**config.mk**
```make
export PLATFORM = sky130hd
export DESIGN_NAME = wino_tile_scheduler
export DESIGN_NICKNAME = d
export VERILOG_FILES = /design/src/rtl/wino_pkg.sv /design/src/rtl/wino_inflight_ctr.sv /design/src/rtl/wino_tile_scheduler.sv
export SDC_FILE = /design/constraint.sdc
export NUM_CORES = 1
export LEC_CHECK = 0
export CORE_AREA = 2 2 107 135
export CTS_CLUSTER_SIZE = 8
export DETAILED_ROUTE_END_ITERATION = 8
export DIE_AREA = 0 0 109 137
export GPL_ROUTABILITY_DRIVEN = 0
export REMOVE_ABC_BUFFERS = 1
export SYNTH_ARGS = -nofsm -noshare
export SYNTH_HDL_FRONTEND = slang
export SYNTH_HIERARCHICAL = 1
export SYNTH_SLANG_ARGS = --single-unit
```
**constraint.sdc**
```tcl
create_clock -name clk -period 8.5 [get_ports clk]
set_clock_uncertainty 0.1 [all_clocks]
set_input_delay 1.7 -clock clk [delete_from_list [all_inputs] [get_ports clk]]
set_output_delay 1.7 -clock clk [all_outputs]
set_load 0.05 [all_outputs]
```
**src/rtl/wino_pkg.sv**
```systemverilog
// Shared Winograd definitions: tile size types, strides, index widths and the
// scheduler state encoding used by the PE, transform and sequencing blocks.
package wino_pkg;

    typedef enum logic {
        SZ_1X1_T6 = 1'b0,
        SZ_3X3_T4 = 1'b1
    } size_type_e;

    localparam logic [3:0] STRIDE_T6 = 4'd6;
    localparam logic [3:0] STRIDE_T4 = 4'd4;

    localparam int X_W  = 9;
    localparam int OD_W = 8;

    typedef enum logic [2:0] {
        ST_IDLE   = 3'd0,
        ST_LOAD_W = 3'd1,
        ST_ISSUE  = 3'd2,
        ST_DRAIN  = 3'd3,
        ST_DONE   = 3'd4
    } state_e;

    function automatic logic [3:0] stride_of(input size_type_e sz);
        return (sz == SZ_3X3_T4) ? STRIDE_T4 : STRIDE_T6;
    endfunction

endpackage

```
**src/rtl/wino_inflight_ctr.sv**
```systemverilog
// Up/down credit counter for data tiles awaiting a PE result; reports whether
// another tile may be issued next cycle and flags results with nothing in flight.
module wino_inflight_ctr #(
    parameter int MAX_INFLIGHT = 8
) (
    input  logic i_clk,
    input  logic i_rst_n,
    input  logic i_inc,
    input  logic i_dec,
    output logic o_room_next,
    output logic o_empty_next,
    output logic o_underflow
);

    logic [3:0] r_count;
    logic [3:0] w_count_next;

    always_comb begin
        w_count_next = r_count;
        if (i_inc && !i_dec) begin
            w_count_next = r_count + 4'd1;
        end else if (i_dec && !i_inc && (r_count != 4'd0)) begin
            w_count_next = r_count - 4'd1;
        end
    end

    assign o_underflow  = i_dec && (r_count == 4'd0);
    assign o_room_next  = (w_count_next < 4'(MAX_INFLIGHT));
    assign o_empty_next = (w_count_next == 4'd0);

    always_ff @(posedge i_clk or negedge i_rst_n) begin
        if (!i_rst_n) begin
            r_count <= 4'd0;
        end else begin
            r_count <= w_count_next;
        end
    end

endmodule

```
**src/rtl/wino_tile_scheduler.sv**
```systemverilog
// Layer sequencer for the Winograd PE array: per output channel one weight load,
// then one data-tile request per spatial tile, throttled by results in flight.
module wino_tile_scheduler
    import wino_pkg::*;
#(
    parameter int MAX_INFLIGHT = 8
) (
    input  logic            clk,
    input  logic            reset_n,
    input  logic            start_i,
    input  logic [X_W-1:0]  cfg_height_i,
    input  logic [X_W-1:0]  cfg_width_i,
    input  logic [OD_W-1:0] cfg_od_i,
    input  logic            cfg_size_type_i,
    output logic            weight_valid_o,
    input  logic            weight_ready_i,
    output logic [OD_W-1:0] weight_od_o,
    output logic            weight_size_type_o,
    output logic            data_valid_o,
    input  logic            data_ready_i,
    output logic [X_W-1:0]  data_x_index_o,
    output logic [X_W-1:0]  data_y_index_o,
    input  logic            result_valid_i,
    output logic            busy_o,
    output logic            done_o,
    output logic            err_o
);

    state_e          r_state;
    logic [X_W-1:0]  r_h, r_w, r_x, r_y;
    logic [OD_W-1:0] r_odn, r_od;
    size_type_e      r_sz;
    logic            r_wvld, r_dvld, r_busy, r_done, r_err;

    logic            w_data_hs, w_zero_cfg;
    logic            w_room_next, w_empty_next, w_underflow;
    logic [X_W:0]    w_stride, w_y_next, w_x_next;
    logic [OD_W:0]   w_od_next;

    assign w_data_hs  = r_dvld && data_ready_i;
    assign w_zero_cfg = (cfg_height_i == '0) || (cfg_width_i == '0) || (cfg_od_i == '0);
    assign w_stride   = {{(X_W - 3){1'b0}}, stride_of(r_sz)};
    assign w_y_next   = {1'b0, r_y} + w_stride;
    assign w_x_next   = {1'b0, r_x} + w_stride;
    assign w_od_next  = {1'b0, r_od} + {{OD_W{1'b0}}, 1'b1};

    wino_inflight_ctr #(
        .MAX_INFLIGHT(MAX_INFLIGHT)
    ) u_inflight (
        .i_clk        (clk),
        .i_rst_n      (reset_n),
        .i_inc        (w_data_hs),
        .i_dec        (result_valid_i),
        .o_room_next  (w_room_next),
        .o_empty_next (w_empty_next),
        .o_underflow  (w_underflow)
    );

    always_ff @(posedge clk or negedge reset_n) begin
        if (!reset_n) begin
            r_state <= ST_IDLE;
            r_h     <= '0;
            r_w     <= '0;
            r_x     <= '0;
            r_y     <= '0;
            r_odn   <= '0;
            r_od    <= '0;
            r_sz    <= SZ_1X1_T6;
            r_wvld  <= 1'b0;
            r_dvld  <= 1'b0;
            r_busy  <= 1'b0;
            r_done  <= 1'b0;
            r_err   <= 1'b0;
        end else begin
            r_done <= 1'b0;
            if (w_underflow) begin
                r_err <= 1'b1;
            end
            case (r_state)
                ST_IDLE: begin
                    if (start_i) begin
                        r_h    <= cfg_height_i;
                        r_w    <= cfg_width_i;
                        r_odn  <= cfg_od_i;
                        r_sz   <= size_type_e'(cfg_size_type_i);
                        r_err  <= 1'b0;
                        r_od   <= '0;
                        r_x    <= '0;
                        r_y    <= '0;
                        r_busy <= 1'b1;
                        // An empty layer has nothing in flight, so draining completes it.
                        if (w_zero_cfg) begin
                            r_state <= ST_DRAIN;
                        end else begin
                            r_wvld  <= 1'b1;
                            r_state <= ST_LOAD_W;
                        end
                    end
                end
                ST_LOAD_W: begin
                    if (weight_ready_i) begin
                        r_wvld  <= 1'b0;
                        r_dvld  <= w_room_next;
                        r_state <= ST_ISSUE;
                    end
                end
                ST_ISSUE: begin
                    if (w_data_hs) begin
                        if (w_y_next < {1'b0, r_w}) begin
                            r_y    <= w_y_next[X_W-1:0];
                            r_dvld <= w_room_next;
                        end else if (w_x_next < {1'b0, r_h}) begin
                            r_y    <= '0;
                            r_x    <= w_x_next[X_W-1:0];
                            r_dvld <= w_room_next;
                        end else begin
                            r_y    <= '0;
                            r_x    <= '0;
                            r_od   <= w_od_next[OD_W-1:0];
                            r_dvld <= 1'b0;
                            if (w_od_next == {1'b0, r_odn}) begin
                                r_state <= ST_DRAIN;
                            end else begin
                                r_wvld  <= 1'b1;
                                r_state <= ST_LOAD_W;
                            end
                        end
                    end else if (!r_dvld) begin
                        // A pending request is never withdrawn; only a fresh one waits for credit.
                        r_dvld <= w_room_next;
                    end
                end
                ST_DRAIN: begin
                    if (w_empty_next) begin
                        r_done  <= 1'b1;
                        r_state <= ST_DONE;
                    end
                end
                ST_DONE: begin
                    r_busy  <= 1'b0;
                    r_state <= ST_IDLE;
                end
                default: r_state <= ST_IDLE;
            endcase
        end
    end

    assign weight_valid_o     = r_wvld;
    assign weight_od_o        = r_od;
    assign weight_size_type_o = r_sz;
    assign data_valid_o       = r_dvld;
    assign data_x_index_o     = r_x;
    assign data_y_index_o     = r_y;
    assign busy_o             = r_busy;
    assign done_o             = r_done;
    assign err_o              = r_err;

endmodule

```
Yosys cells after proc, flatten, opt, wreduce, memory -nomap -nowiden
Cells that the tools add are included.
Cells by class
  mux-type cells: 46
  $lt $le $gt $ge: 3
  shifts and indexed selects: 0
  bitwise operators: 0
  $add $sub $neg: 5
  equal/unequal tests: 13
  reduce and logical (&&, ||, !) cells: 28
  div/mod/pow operators: 0
  $mul: 0
Operators by type and width (number)
  $mux W9: 6
  $pmux W9 S2: 2
  $mux W8: 4
  $add A9 B3 Y10: 2
  $lt A10 B9 Y1: 2
  $logic_not A9 Y1: 2
  $mux W1: 18
  $mux W3: 6
  $pmux W8 S2: 1
  $ne A2 B2 Y1 const B: 6
  $pmux W3 S4: 1
  $add A8 B1 Y9 const B: 1
  $eq A9 B8 Y1: 1
  $logic_not A4 Y1: 2
  $logic_not A8 Y1: 1
  $mux W4: 2
  $reduce_and A8 Y1: 1
  $eq A3 B2 Y1 const B: 2
  $mux W2: 3
  $reduce_and A2 Y1: 3
  $reduce_and A6 Y1: 1
  $reduce_bool A2 Y1: 3
  $logic_and A1 B1 Y1: 5
  $reduce_and A5 Y1: 1
  other kinds (15): 19
Word-level totals
  flip-flop bits (word level): 65
  bits in latches: 0
  word-level logic and storage cells: 109
  memories kept: 0
  RAM bits: 0
  ROM bits: 0

Depth between registers and ports, before layout
  word-level depth: 11
  gate-level depth with buffers: 15

By module
The synthesis kept the hierarchy.
By module, submodules not included
  wino_tile_scheduler: instances 1, area an instance 3527.1 um^2, cells each 374
  wino_inflight_ctr: instances 1, area an instance 350.3 um^2, cells each 42

Worst setup path after synthesis
No wires, ideal clock.
  path kind: register to register
  from: reg r_x[1], in the netlist data_x_index_o[1]
  to: reg r_state[0]
  clock period less this slack: 3.378 ns
  stages on the path, launching flop included: 14
  arrival time: 3.153 ns
  path slack: 5.122 ns
  library setup time: 0.125 ns
  cell sequence: dfrtp_1 -> ha_1 -> inv_1 -> ha_1 -> nand3b_1 -> nor2_1 -> xor2_1 -> ha_1 -> a211o_1 -> a21oi_1 -> a31o_2 -> a22oi_1 -> o22ai_1 -> mux2_2
Between the ends
  word-level cells in the longest chain between the ends: 4
RTL lines
  start: declaration: RTL line wino_tile_scheduler.sv:30  | logic [X_W-1:0] r_h, r_w, r_x, r_y;
  start signal: assignment: RTL line wino_tile_scheduler.sv:114  | r_x <= w_x_next[X_W-1:0];
  $add A9 B3 Y10: RTL line wino_tile_scheduler.sv:44  | assign w_x_next = {1'b0, r_x} + w_stride;
  $lt A10 B9 Y1: RTL line wino_tile_scheduler.sv:112  | end else if (w_x_next < {1'b0, r_h}) begin
  $ne A2 B2 Y1 (no source line)
  $reduce_and A6 Y1 (no source line)
  end signal: assignment: RTL line wino_tile_scheduler.sv:61  | r_state <= ST_IDLE;
  end signal: assignment: RTL line wino_tile_scheduler.sv:122  | r_state <= ST_DRAIN;
  end signal: assignment: RTL line wino_tile_scheduler.sv:125  | r_state <= ST_LOAD_W;
  end: declaration: RTL line wino_tile_scheduler.sv:29  | state_e r_state;
Every way passes these cells.
A chain may end at the register's enable or synchronous reset.

Final worst setup path
  from: reg r_sz, in the netlist weight_size_type_o
  to: reg r_od[3], in the netlist weight_od_o[3]
Between the ends
  word-level cells in the longest chain between the ends: 5
  elaborated cells between the ends (all ways): 8
  those cells by class: add/sub: 2; order compare: 2; eq/ne: 2; mux: 1; reduce/logical: 1
RTL lines
  start: declaration: RTL line wino_tile_scheduler.sv:32  | size_type_e r_sz;
  start signal: assignment: RTL line wino_tile_scheduler.sv:85  | r_sz <= size_type_e'(cfg_size_type_i);
  $mux W2 *: RTL line wino_pkg.sv:25  | return (sz == SZ_3X3_T4) ? STRIDE_T4 : STRIDE_T6;
  $add A9 B3 Y10 (on tied branches): RTL line wino_tile_scheduler.sv:44, wino_tile_scheduler.sv:43
  $lt A10 B9 Y1 (on tied branches): RTL line wino_tile_scheduler.sv:112, wino_tile_scheduler.sv:109
  $ne A2 B2 Y1 (no source line)
  $reduce_and A5 Y1 (no source line) *
  end signal: assignment: RTL line wino_tile_scheduler.sv:119  | r_od <= w_od_next[OD_W-1:0];
  end: declaration: RTL line wino_tile_scheduler.sv:31  | logic [OD_W-1:0] r_odn, r_od;
Every way passes the cells marked *; elsewhere a longest branch is shown, timed or not.

==> run summary <==
Initial Utilization -> 28.4%
Global-route wire length before repair -> 16300 microns
Vias in the first global route -> 3312
CTS root buf -> clkbuf_16
Yosys warnings -> 6
LEAKAGE -> 2.19 nW
Synth Area in Simple Gates -> 17.7%
Max Slew Vio Count -> 0
Final HPWL DP -> 7400 microns
Vias/cell -> 4.96
TritonCTS clock tree -> yes
Main synth FF type -> dfrtp_1
CP cell instances -> inv_1, ha_1, inv_1, ha_1, nand3b_1, nor2_1, xor2_1, ha_1, o21a_1, o21ai_0, a31o_2, a22oi_1, o21a_1, a31oi_1
Flops & latches, synth -> 63
Post-CTS setup buffers -> 0
Main combinational cell family by area after synthesis -> compound AO/OA/AOI/OAI gates
Hold Crit Class -> flop to flop
Sw Ratio -> 33.1%
Most common cell after layout, fill and taps aside -> dfrtp_1
Worst-margin pin slew -> 1130 ps
Synthesized cell area -> 3880 sq um
Total overflow reported by the global router -> 0
Num rows -> 48
Iteration-0 DRC Markers -> 138
I/O Pins -> 65
Final hold violation count -> 0
Max Fclk -> 246 MHz
Mux cell area share after synthesis -> 4.49%
Crit path DAT -> 4150 ps
Syn_area_per_cell -> 9.32 sq um
Post-synth EDFFs -> 0
CP Capture Type -> flop
Clk slew on worst S/H paths -> 50 ps
Sequential element share of the synthesized area -> 40.7%
Power share of the sequential group -> 37.5%
CP peak stage delay -> 880 ps
Slowest CP cell -> a22oi_1
Initial antenna violation count -> 0
Synth Area in Compound Gates -> 18.8%
Setup ws final -> 4430 ps
Post-route ant nets -> 0
Final nets -> 530
Max_cap viols -> 0
Final Cycle Share -> 47.9%
Drc violations -> 0
Clock Power Share -> 34.1%
Comb pwr share -> 28.3%
Yosys top cell by area -> dfrtp_1
Netlist cell types -> 62
Routed WL -> 9680 microns
CTS buffer count -> 9
Top cell type's share of synthesized area -> 40.7%
Area Overhead vs Synth -> 26.5%
Top post-synthesis cells by area -> dfrtp_1, ha_1, o21ai_0, xnor2_1, nand2_1
Overall routing resource usage -> 14.1%
Switching power -> 0.322 mW
Maximum VDD drop -> 0.000165 V
Routed len/inst -> 14.8 microns
Slew HR -> 24.8%
RSZ-0062 raised after global routing -> false
Pre-CTS setup slack -> 4310 ps
Most used cell, CP -> ha_1
Post-Synth Adder-Cell Area -> 7.42%
Final setup viols -> 0
CP required -> 8580 ps
Core area -> 13600 sq um
Total power -> 0.971 mW
P per Cell Area -> 198 nW/um^2
CTS HTree Levels -> 3
Delay-heaviest family, CP -> compound AO/OA/AOI/OAI gates
Latest clock arrival within the worst-skew pair -> 320 ps
IO buf count -> 62
Die height -> 137 microns
Final design utilization -> 36.0%
1st-pass router iterations -> 5
Hold buffer count at CTS -> 0
DR vias -> 3233
Hold WS -> 407 ps
Die W -> 109 microns
Cells after Synth -> 416
Resized Gates After CTS -> 0
Startpoint types -> flop
Clock sink count -> 63
Largest net degree at the start of global routing -> 64
Outcome -> completed
Ys async rst share -> 100%
Commonest non-fill, non-tap cells in the layout -> dfrtp_1, clkdlybuf4s50_1, nand2_1
Share of layout cells above drive strength 1 -> 8.60%
Setup_tns -> 0 ps
Xor and xnor area share after synthesis -> 5.20%
Internal Power -> 0.649 mW
Final min period -> 4070 ps
Max clock buf depth -> 2
# diodes -> 0
Worst path buffer plus inverter count -> 2
Crit path max fanout -> 13
WS Path Type -> flop to flop
Die area -> 14900 sq um
==> worst paths after layout <==
check | start | endpoint | slack, ps | cells after the start
min in group asynchronous | reset_n | data_y_index_o[4] | 1450 | 2
max in group asynchronous | reset_n | u_inflight/r_count[1] | 6300 | 2
hold / removal | r_w[0] | r_w[0] | 410 | 1
setup / recovery | weight_size_type_o | weight_od_o[3] | 4430 | 14
hold reg to reg | r_w[0] | r_w[0] | 410 | 1
setup reg to reg | weight_size_type_o | weight_od_o[3] | 4430 | 14
==> power groups by stage <==
| stage | registers [mW] | logic, mW | clock network (mW) |
|---|---|---|---|
| 6_report | 0.365 | 0.275 | 0.332 |
| 5_1_grt | 0.372 | 0.301 | 0.353 |
| 4_1_cts | 0.364 | 0.276 | 0.339 |
| 3_5_place_dp | 0.369 | 0.275 | 0 |
| 3_3_place_gp | 0.368 | 0.270 | 0 |
| 2_1_floorplan | 0.413 | 0.135 | 0 |
==> sequential cells by signal (all words and copies together), names as in the netlist <==
register / cells
weight_size_type_o: 1
done_o: 1
r_state: 3
data_y_index_o: 8
data_valid_o: 1
r_w: 9
u_inflight/r_count: 4
busy_o: 1
weight_od_o: 8
weight_valid_o: 1
err_o: 1
data_x_index_o: 8
r_h: 9
r_odn: 8
==> routing by layer <==
metal / wire length (microns) / up-vias / track usage [%] / share of wire, %
li1: - / 1608 / - / -
met1: 4370 / 1555 / 18.3 / 45
met2: 4780 / 66 / 23.0 / 49
met3: 464 / 4 / 3.14 / 4.8
met4: 74 / 0 / 4.63 / 0.76
met5: 0 / - / 0 / 0
==> cell type report <==
| cell class | instances | area (sq um) |
|---|---|---|
| sequential | 63 | 1580 |
| inverter | 32 | 120 |
| clock inverter | 1 | 5.00 |
| clock buffer | 13 | 260 |
| multi-input combinational | 303 | 2090 |
| fill | 1383 | 8730 |
| tap | 175 | 219 |
| timing repair buffer | 65 | 638 |
==> through the flow <==
stage | instances | area, sq um
finish | 652 | 4910
global route | 652 | 4910
CTS | 652 | 4910
detailed placement | 638 | 4640
floorplan | 398 | 3780
global placement | 638 | 4640
==> Yosys cell counts (all sizes together), types with 2 or more instances <==
cell type / instances
a32o: 8
nor3: 5
a21oi: 20
a31oi: 13
o2111ai: 3
dfrtp: 63
ha: 23
inv: 32
a21o: 2
and4: 2
nor2b: 10
or3: 6
o311a: 2
xnor2: 19
a211oi: 2
nand3b: 2
nor4bb: 2
nor2: 22
o22ai: 3
o21a: 3
and3: 5
nand2: 37
o21ai: 36
buf: 10
and2: 5
mux2: 11
nand4: 5
clkbuf: 9
nand2b: 6
xor2: 4
nor3b: 4
a21boi: 2
mux2i: 5
o211ai: 5
nand3: 12
nor4: 4
==> cells by family (layout without fill, tap and decap cells) <==
kind of cell,Yosys count,after routing
compound gates,109,109
xor+xnor,23,23
fa+ha+maj,23,23
buf+inv,51,111
flops,63,63
mux,16,16
other cells,1,2
simple gates,130,130
(Power assumes the default switching activity.)
